$ cat src/rtl/txn_arbiter.sv
// Two-master round-robin arbiter for a single one-in-flight memory transaction port.
// Latches one-cycle requests, issues them in turn, routes completions and times out a stalled memory.
module txn_arbiter #(
   parameter int unsigned TIMEOUT_CYC = 255,
   parameter logic [31:0] ERR_DATA    = 32'hDEADBEEF
) (
   input  logic        clk,
   input  logic        arst,
   input  logic        r0_req,
   input  logic        r0_wr,
   input  logic [31:0] r0_addr,
   input  logic [31:0] r0_wdata,
   output logic        r0_rdy,
   output logic [31:0] r0_rdata,
   input  logic        r1_req,
   input  logic        r1_wr,
   input  logic [31:0] r1_addr,
   input  logic [31:0] r1_wdata,
   output logic        r1_rdy,
   output logic [31:0] r1_rdata,
   output logic        mem_req,
   output logic        mem_wr,
   output logic [31:0] mem_addr,
   output logic [31:0] mem_wdata,
   input  logic        mem_rdy,
   input  logic [31:0] mem_rdata,
   output logic        busy,
   output logic        err_timeout,
   output logic [1:0]  overrun
);

   localparam int unsigned AW = 32;
   localparam int unsigned DW = 32;
   localparam int unsigned TW = 16;
   localparam logic [TW-1:0] TMO_LAST = TW'(TIMEOUT_CYC - 1);
   localparam logic [TW-1:0] TMO_MAX  = TW'(TIMEOUT_CYC);

   typedef enum logic {S_IDLE, S_WAIT} state_t;

   typedef struct packed {
      logic          wr;
      logic [AW-1:0] addr;
      logic [DW-1:0] wdata;
   } txn_t;

   state_t        r_state, w_state_nx;
   logic [1:0]    r_pend, w_pend_nx;
   logic          r_last, w_last_nx;
   logic          r_owner, w_owner_nx;
   logic [TW-1:0] r_timer, w_timer_nx;
   txn_t          r_txn [2];
   txn_t          w_txn_nx [2];
   txn_t          w_in_txn [2];
   logic [1:0]    w_req_in;
   logic          w_grant;

   logic          r_mem_req, w_mem_req_nx;
   txn_t          r_mem, w_mem_nx;
   logic [1:0]    r_rdy, w_rdy_nx;
   logic [DW-1:0] r_rdata [2];
   logic [DW-1:0] w_rdata_nx [2];
   logic          r_err, w_err_nx;
   logic [1:0]    r_overrun, w_overrun_nx;
   logic          r_busy, w_busy_nx;

   assign w_req_in    = {r1_req, r0_req};
   assign w_in_txn[0] = {r0_wr, r0_addr, r0_wdata};
   assign w_in_txn[1] = {r1_wr, r1_addr, r1_wdata};

   // Next-state, request capture, grant and completion routing
   always_comb begin
      w_state_nx    = r_state;
      w_pend_nx     = r_pend;
      w_last_nx     = r_last;
      w_owner_nx    = r_owner;
      w_timer_nx    = r_timer;
      w_txn_nx      = r_txn;
      w_mem_req_nx  = 1'b0;
      w_mem_nx      = r_mem;
      w_rdy_nx      = 2'b00;
      w_rdata_nx    = r_rdata;
      w_err_nx      = 1'b0;
      w_overrun_nx  = r_overrun;
      w_grant       = 1'b0;

      // A port already queued or in flight drops the new request and flags it
      for (int n = 0; n < 2; n++) begin
         if (w_req_in[n]) begin
            if (r_pend[n] || (r_state == S_WAIT && r_owner == 1'(n))) begin
               w_overrun_nx[n] = 1'b1;
            end else begin
               w_pend_nx[n] = 1'b1;
               w_txn_nx[n]  = w_in_txn[n];
            end
         end
      end

      case (r_state)
         S_IDLE: begin
            if (|r_pend) begin
               w_grant            = (r_pend == 2'b11) ? ~r_last : r_pend[1];
               w_owner_nx         = w_grant;
               w_last_nx          = w_grant;
               w_pend_nx[w_grant] = 1'b0;
               w_mem_req_nx       = 1'b1;
               w_mem_nx           = r_txn[w_grant];
               w_timer_nx         = '0;
               w_state_nx         = S_WAIT;
            end
         end
         S_WAIT: begin
            w_timer_nx = (r_timer == TMO_MAX) ? r_timer : r_timer + TW'(1);
            if (mem_rdy) begin
               w_rdy_nx[r_owner]   = 1'b1;
               w_rdata_nx[r_owner] = mem_rdata;
               w_state_nx          = S_IDLE;
            end else if (r_timer == TMO_LAST) begin
               w_rdy_nx[r_owner]   = 1'b1;
               w_rdata_nx[r_owner] = ERR_DATA;
               w_err_nx            = 1'b1;
               w_state_nx          = S_IDLE;
            end
         end
         default: w_state_nx = S_IDLE;
      endcase

      w_busy_nx = (w_state_nx != S_IDLE) || (|w_pend_nx);
   end

   always_ff @(posedge clk or posedge arst) begin
      if (arst) begin
         r_state    <= S_IDLE;
         r_pend     <= 2'b00;
         r_last     <= 1'b1;
         r_owner    <= 1'b0;
         r_timer    <= '0;
         r_txn[0]   <= '0;
         r_txn[1]   <= '0;
         r_mem_req  <= 1'b0;
         r_mem      <= '0;
         r_rdy      <= 2'b00;
         r_rdata[0] <= '0;
         r_rdata[1] <= '0;
         r_err      <= 1'b0;
         r_overrun  <= 2'b00;
         r_busy     <= 1'b0;
      end else begin
         r_state    <= w_state_nx;
         r_pend     <= w_pend_nx;
         r_last     <= w_last_nx;
         r_owner    <= w_owner_nx;
         r_timer    <= w_timer_nx;
         r_txn      <= w_txn_nx;
         r_mem_req  <= w_mem_req_nx;
         r_mem      <= w_mem_nx;
         r_rdy      <= w_rdy_nx;
         r_rdata    <= w_rdata_nx;
         r_err      <= w_err_nx;
         r_overrun  <= w_overrun_nx;
         r_busy     <= w_busy_nx;
      end
   end

   assign r0_rdy      = r_rdy[0];
   assign r1_rdy      = r_rdy[1];
   assign r0_rdata    = r_rdata[0];
   assign r1_rdata    = r_rdata[1];
   assign mem_req     = r_mem_req;
   assign mem_wr      = r_mem.wr;
   assign mem_addr    = r_mem.addr;
   assign mem_wdata   = r_mem.wdata;
   assign busy        = r_busy;
   assign err_timeout = r_err;
   assign overrun     = r_overrun;

endmodule

$ cat config.mk
export PLATFORM = sky130hd
export DESIGN_NAME = txn_arbiter
export DESIGN_NICKNAME = d
export VERILOG_FILES = /design/src/rtl/txn_arbiter.sv
export SDC_FILE = /design/constraint.sdc
export NUM_CORES = 1
export LEC_CHECK = 0
export ABC_AREA = 0
export CORE_AREA = 10 10 160 162
export CTS_CLUSTER_SIZE = 14
export DETAILED_ROUTE_END_ITERATION = 10
export DIE_AREA = 0 0 170 172
export PLACE_DENSITY_LB_ADDON = 0.1
export SLEW_MARGIN = 30
export SYNTH_ARGS = -nofsm -noshare
export SYNTH_HDL_FRONTEND = slang
export SYNTH_SLANG_ARGS = --single-unit
$ cat constraint.sdc
create_clock -name clk -period 15.5 [get_ports clk]
set_input_delay 1.55 -clock clk [delete_from_list [all_inputs] [get_ports clk]]
set_output_delay 1.55 -clock clk [all_outputs]
set_load 0.05 [all_outputs]
=== After elaboration in Yosys (flattened, before gate mapping) ===
Index checks and enable logic that the tools add are counted.

* Add/sub/neg operators: 1
* Order comparisons: 7
* Equality and inequality tests: 5
* Muxes and demuxes: 33
* Bitwise logic cells: 12
* Reductions and logical operators: 18

{| class="wikitable"
|+ Operators with widths
! operator !! count
|-
| 2-to-1 mux 65 bit || 3
|-
| 2-to-1 mux 64 bit || 2
|-
| bitwise mux 64 bit || 1
|-
| OR 48 bit || 1
|-
| demux 32 bit (select 1 bit) || 1
|-
| == test 16 x 8 -> 1 bit, second input constant || 2
|-
| 2-to-1 mux 16 bit || 2
|-
| 2-to-1 mux 32 bit || 1
|-
| case mux 16 bit (2 select lines) || 1
|-
| adder 16 x 1 -> 16 bit, second input constant || 1
|-
| bitwise AND 16 bit || 1
|-
| NOT 16 bit || 1
|-
| 2-to-1 mux 1 bit || 14
|-
| AND reduction 2 bit || 7
|-
| 2-to-1 mux 2 bit || 5
|-
| logical AND 1 bit || 5
|-
| NOT 1 bit || 5
|-
| greater-or-equal comparator 2 bit, second input constant || 2
|-
| < comparator 1 x 2 -> 1 bit, second input constant || 2
|-
| != test 2 bit, second input constant || 2
|-
| NOT 1 -> 2 bit || 2
|-
| OR reduction 2 bit || 2
|-
| logical OR 1 bit || 3
|-
| bitwise AND 2 bit || 1
|-
| other kinds (7) || 9
|}

* Flip-flop bits (word level): 287
* Input bits: 167
* Output and inout port bits: 136

=== Logic depth before layout (Yosys ltp) ===
* Depth in word-level cells: 12
* Depth in mapped cells: 8

=== Worst setup path before layout ===
OpenSTA, ideal clock, no wires.

* Path type: in2reg
* Start: in r0_req
* End: reg r_txn[73] (netlist bit)
* Library setup time: 0.125 ns
* Arrival: 2.787 ns
* Data required time: 15.375 ns
* Setup slack: 12.588 ns
* Cell stages on the path: 4
* Cells stage by stage: nor3b_1 clkbuf_1 buf_2 mux2_2

* Longest elaborated chain between the ends: 1

{| class="wikitable"
|+ RTL lines
! element !! RTL line !! text
|-
| start, declared || 9 || <nowiki>input logic r0_req,</nowiki>
|-
| AND reduction 2 bit (no line) || -- ||
|-
| end signal, assigned || 153 || <nowiki>r_txn <= w_txn_nx;</nowiki>
|-
| end, declared || 51 || <nowiki>txn_t r_txn [2];</nowiki>
|}

Every way passes these cells.
A chain may end at the register's enable or synchronous reset.

=== Worst setup path in the final report ===
* Start: in mem_rdy
* End: reg r_rdata, in the netlist r1_rdata[28]

* Longest elaborated chain between the ends: 2
* Elaborated cells between the ends (all ways): 3

{| class="wikitable"
|+ RTL lines
! element !! RTL line !! text
|-
| start, declared || 25 || <nowiki>input logic mem_rdy,</nowiki>
|-
| nonzero test 2 bit (no line) || -- ||
|-
| AND reduction 2 bit (no line) || -- ||
|-
| end signal, assigned || 157 || <nowiki>r_rdata <= w_rdata_nx;</nowiki>
|-
| end, declared || 60 || <nowiki>logic [DW-1:0] r_rdata [2];</nowiki>
|}

Several ways; a longest one is shown, not always the timed one.

==> metrics.md <==
| Metric | Value |
|---|---|
| Status | complete, no violations |
| Top-area cell type share of the netlist area | 0.614 |
| Commonest non-fill, non-tap cell in the layout | clkdlybuf4s50_1 |
| Pint | 2.31 mW |
| Total CTS buffers | 31 |
| Synth Cell Area | 11700 um2 |
| Detailed-route wire length | 30800 um |
| TNS Setup | 0 ns |
| RSZ-0062 raised after global routing | false |
| Cts hold-fix bufs | 0 |
| CTS max path bufs | 3 |
| Distinct cell type count after synthesis | 46 |
| First-iteration detailed-routing DRC count | 663 |
| CTS tree | yes |
| Worst-path fanout max | 26 |
| Ys async rst share | 1.00 |
| Final design instance area without fill | 15900 um2 |
| Root Driver | clkbuf_16 |
| Layout cells sized above 1 | 0.190 |
| PnR worst setup slack | 11.55 ns |
| Die X | 170 um |
| Initial core utilization | 0.521 |
| Total congestion overflow | 0 |
| Ratio of final minimum period to clock period | 0.255 |
| TritonCTS sink count | 287 |
| Placed cells | 1404 |
| Worst EP required | 15.94 ns |
| Synth Area per Inst | 13.5 um2 |
| Worst-case clock skew | 0.0140 ns |
| Max-slew violation count | 0 |
| Register Area | 7180 um2 |
| Port Buffers | 302 |
| Worst Path Arrival | 4.39 ns |
| Post-CTS Setup Inserts | 0 |
| Cell family with most CP delay | buffers and inverters |
| Critical Path Sink Type | flip-flop |
| Sw Ratio | 0.411 |
| Area grow syn2layout | 36.7% |
| Max Clk Rate | 253 MHz |
| Maximum VDD drop | 0.158 mV |
| Top post-synthesis cells by area | dfrtp_1, mux2_2, mux2i_1 |
| Largest net degree at the start of global routing | 156 |
| YS warnings | 0 |
| Post-DRT Antenna Nets | 0 |
| Commonest non-fill, non-tap cells in the layout | clkdlybuf4s50_1, dfrtp_1, mux2_2 |
| Finished Layout Cells | 1462 |
| Yosys top cell by area | dfrtp_1 |
| Core Box Area | 22400 um2 |
| Final hold vios | 0 |
| Power share of the sequential group | 0.336 |
| DP Wirelength | 20900 um |
| P_sw | 1.62 mW |
| Crit path buffers/inverters | 3 |
| DR DRC count | 0 |
| Core Rows | 55 |
| Relative slew slack | 0.391 |
| Place WS | 11.15 ns |
| Clock Pin Slew Worst Setup and Hold Paths | 0.06 ns |
| Main flop type after synthesis | dfrtp_1 |
| Final setup fails | 0 |
| Post-synthesis sequential area ratio | 0.616 |
| EDFF count, synth | 0 |
| Die area | 29200 um2 |
| Final worst path period need | 3.95 ns |
| Post-Synthesis Cells | 866 |
| H-tree depth | 1 |
| Leak | 6.75 nW |
| WL/cell | 21.1 um |
| Tightest Hold Check Type | reg -> reg |
| I/O pins | 303 |
| CP startpoint kind | input pin |
| GP Congestion | 0.746 |
| Aggregate global-route resource usage | 0.205 |
| Resize count post-CTS | 0 |
| Drt first pass iters | 4 |
| Initial antenna violation count | 2 |
| Max-Cap Viols | 0 |
| Die height | 172 um |
| # nets final | 1322 |
| Via Count | 8029 |
| Register bit total from synthesis | 287 |
| Vias/cell | 5.49 |
| Gate power share | 0.475 |
| Fillers | 1574 |
| CP Class | in -> reg |
| Max stage delay on crit path | 0.91 ns |
| Post-DP Area | 14900 um2 |
| Power Density | 247 nW/um2 |
| Worst-Skew Late Latency | 0.55 ns |
| Vias in the first global route | 8521 |
| CP max-delay cell | clkdlybuf4s50_1 |
| PnR Total Power | 3.93 mW |
| First-pass GRT wire length | 47700 um |
| Clk pwr share | 0.189 |
| Multi-input gate area | 4180 um2 |
| Post-synth net total | 1035 |
| Worst-margin pin slew | 0.914 ns |
| Cell Chain, Critical Path | clkdlybuf4s50_1 -> clkinv_1 -> o41ai_4 -> nand2_4 -> inv_6 -> a2bb2oi_1 |
-- sequential cells by signal (all words and copies together), names as in the netlist, 2 cells and up --
register	flops
r1_rdata	32
r_pend	2
r0_rdata	32
overrun	2
r_txn	130
mem_wdata	32
r_timer	16
r_rdy	2
mem_addr	32
-- area by class of cell --
cell class              count  share of cell area
clock buffers              51              0.0609
inverters                  10             0.00377
repair buffers            309               0.195
well taps                 285              0.0224
diodes                      1            0.000157
clock inverters             5             0.00471
multi-input cells         514               0.262
flip-flops and latches    287               0.451
-- power groups by stage --
stage / Clock (mW) / Combinational (mW) / Sequential, mW
5_1_grt: 0.790 / 1.99 / 1.37
3_5_place_dp: 0 / 1.87 / 1.33
2_1_floorplan: 0 / 0.747 / 1.85
3_3_place_gp: 0 / 1.84 / 1.32
4_1_cts: 0.758 / 1.88 / 1.32
6_report: 0.743 / 1.87 / 1.32
-- synth_stat cells, types with 3 or more instances --
cell / number
nor3_1: 3
mux2_2: 130
mux2i_1: 69
a2bb2oi_2: 21
buf_1: 6
a2bb2oi_1: 27
clkbuf_1: 32
nand4_1: 5
nand2_1: 82
a32o_1: 16
xnor2_1: 3
nand2b_1: 3
a21oi_1: 5
buf_2: 13
buf_12: 4
o21ai_0: 73
a31oi_1: 4
nand3_1: 3
and2_1: 3
dfrtp_1: 286
nor2_1: 35
inv_1: 6
nor4_1: 5
-- per-stage QoR --
stage / util / hold slack, ns
detailed placement: 0.664 / 0.465
CTS: 0.711 / 0.480
global route: 0.713 / 0.487
finish: 0.713 / 0.475
global placement: 0.664 / 0.453
floorplan: - / 0.479
-- worst min-delay path, stage by stage, from the launching register on --
cell     delay (ns)
dfrtp_1        0.34
nand2_1        0.04
o21ai_0        0.06
-- worst paths after layout --
kind | depth (start not counted) | to | slack [ns] | from
max | 6 | r1_rdata[28] | 11.55 | mem_rdy
min | 2 | mem_addr[21] | 0.48 | mem_addr[21]
max reg2reg | 5 | r_timer[15] | 12.85 | r_state
min reg2reg | 2 | mem_addr[21] | 0.48 | mem_addr[21]
max in group asynchronous | 3 | r_txn[66] | 12.65 | arst
min in group asynchronous | 2 | r_txn[35] | 1.48 | arst
-- kinds of logic after synthesis --
kind of cell | count (synthesis) | share of synthesized area
xor+xnor | 3 | 0.00225
fa+ha+maj | 2 | 0.00215
flops | 287 | 0.616
mux | 199 | 0.185
compound gates | 156 | 0.106
buf+inv | 65 | 0.0288
simple gates | 154 | 0.0601
-- per-layer routing --
| metal | up-vias | global-route usage | wire, um |
|---|---|---|---|
| li1 | 3689 | - | - |
| met1 | 4047 | 0.252 | 12800 |
| met2 | 254 | 0.337 | 14700 |
| met3 | 37 | 0.0734 | 2760 |
| met4 | 2 | 0.0545 | 544 |
| met5 | - | 0 | 13 |
Note: power is estimated with default switching activity, not from simulation.
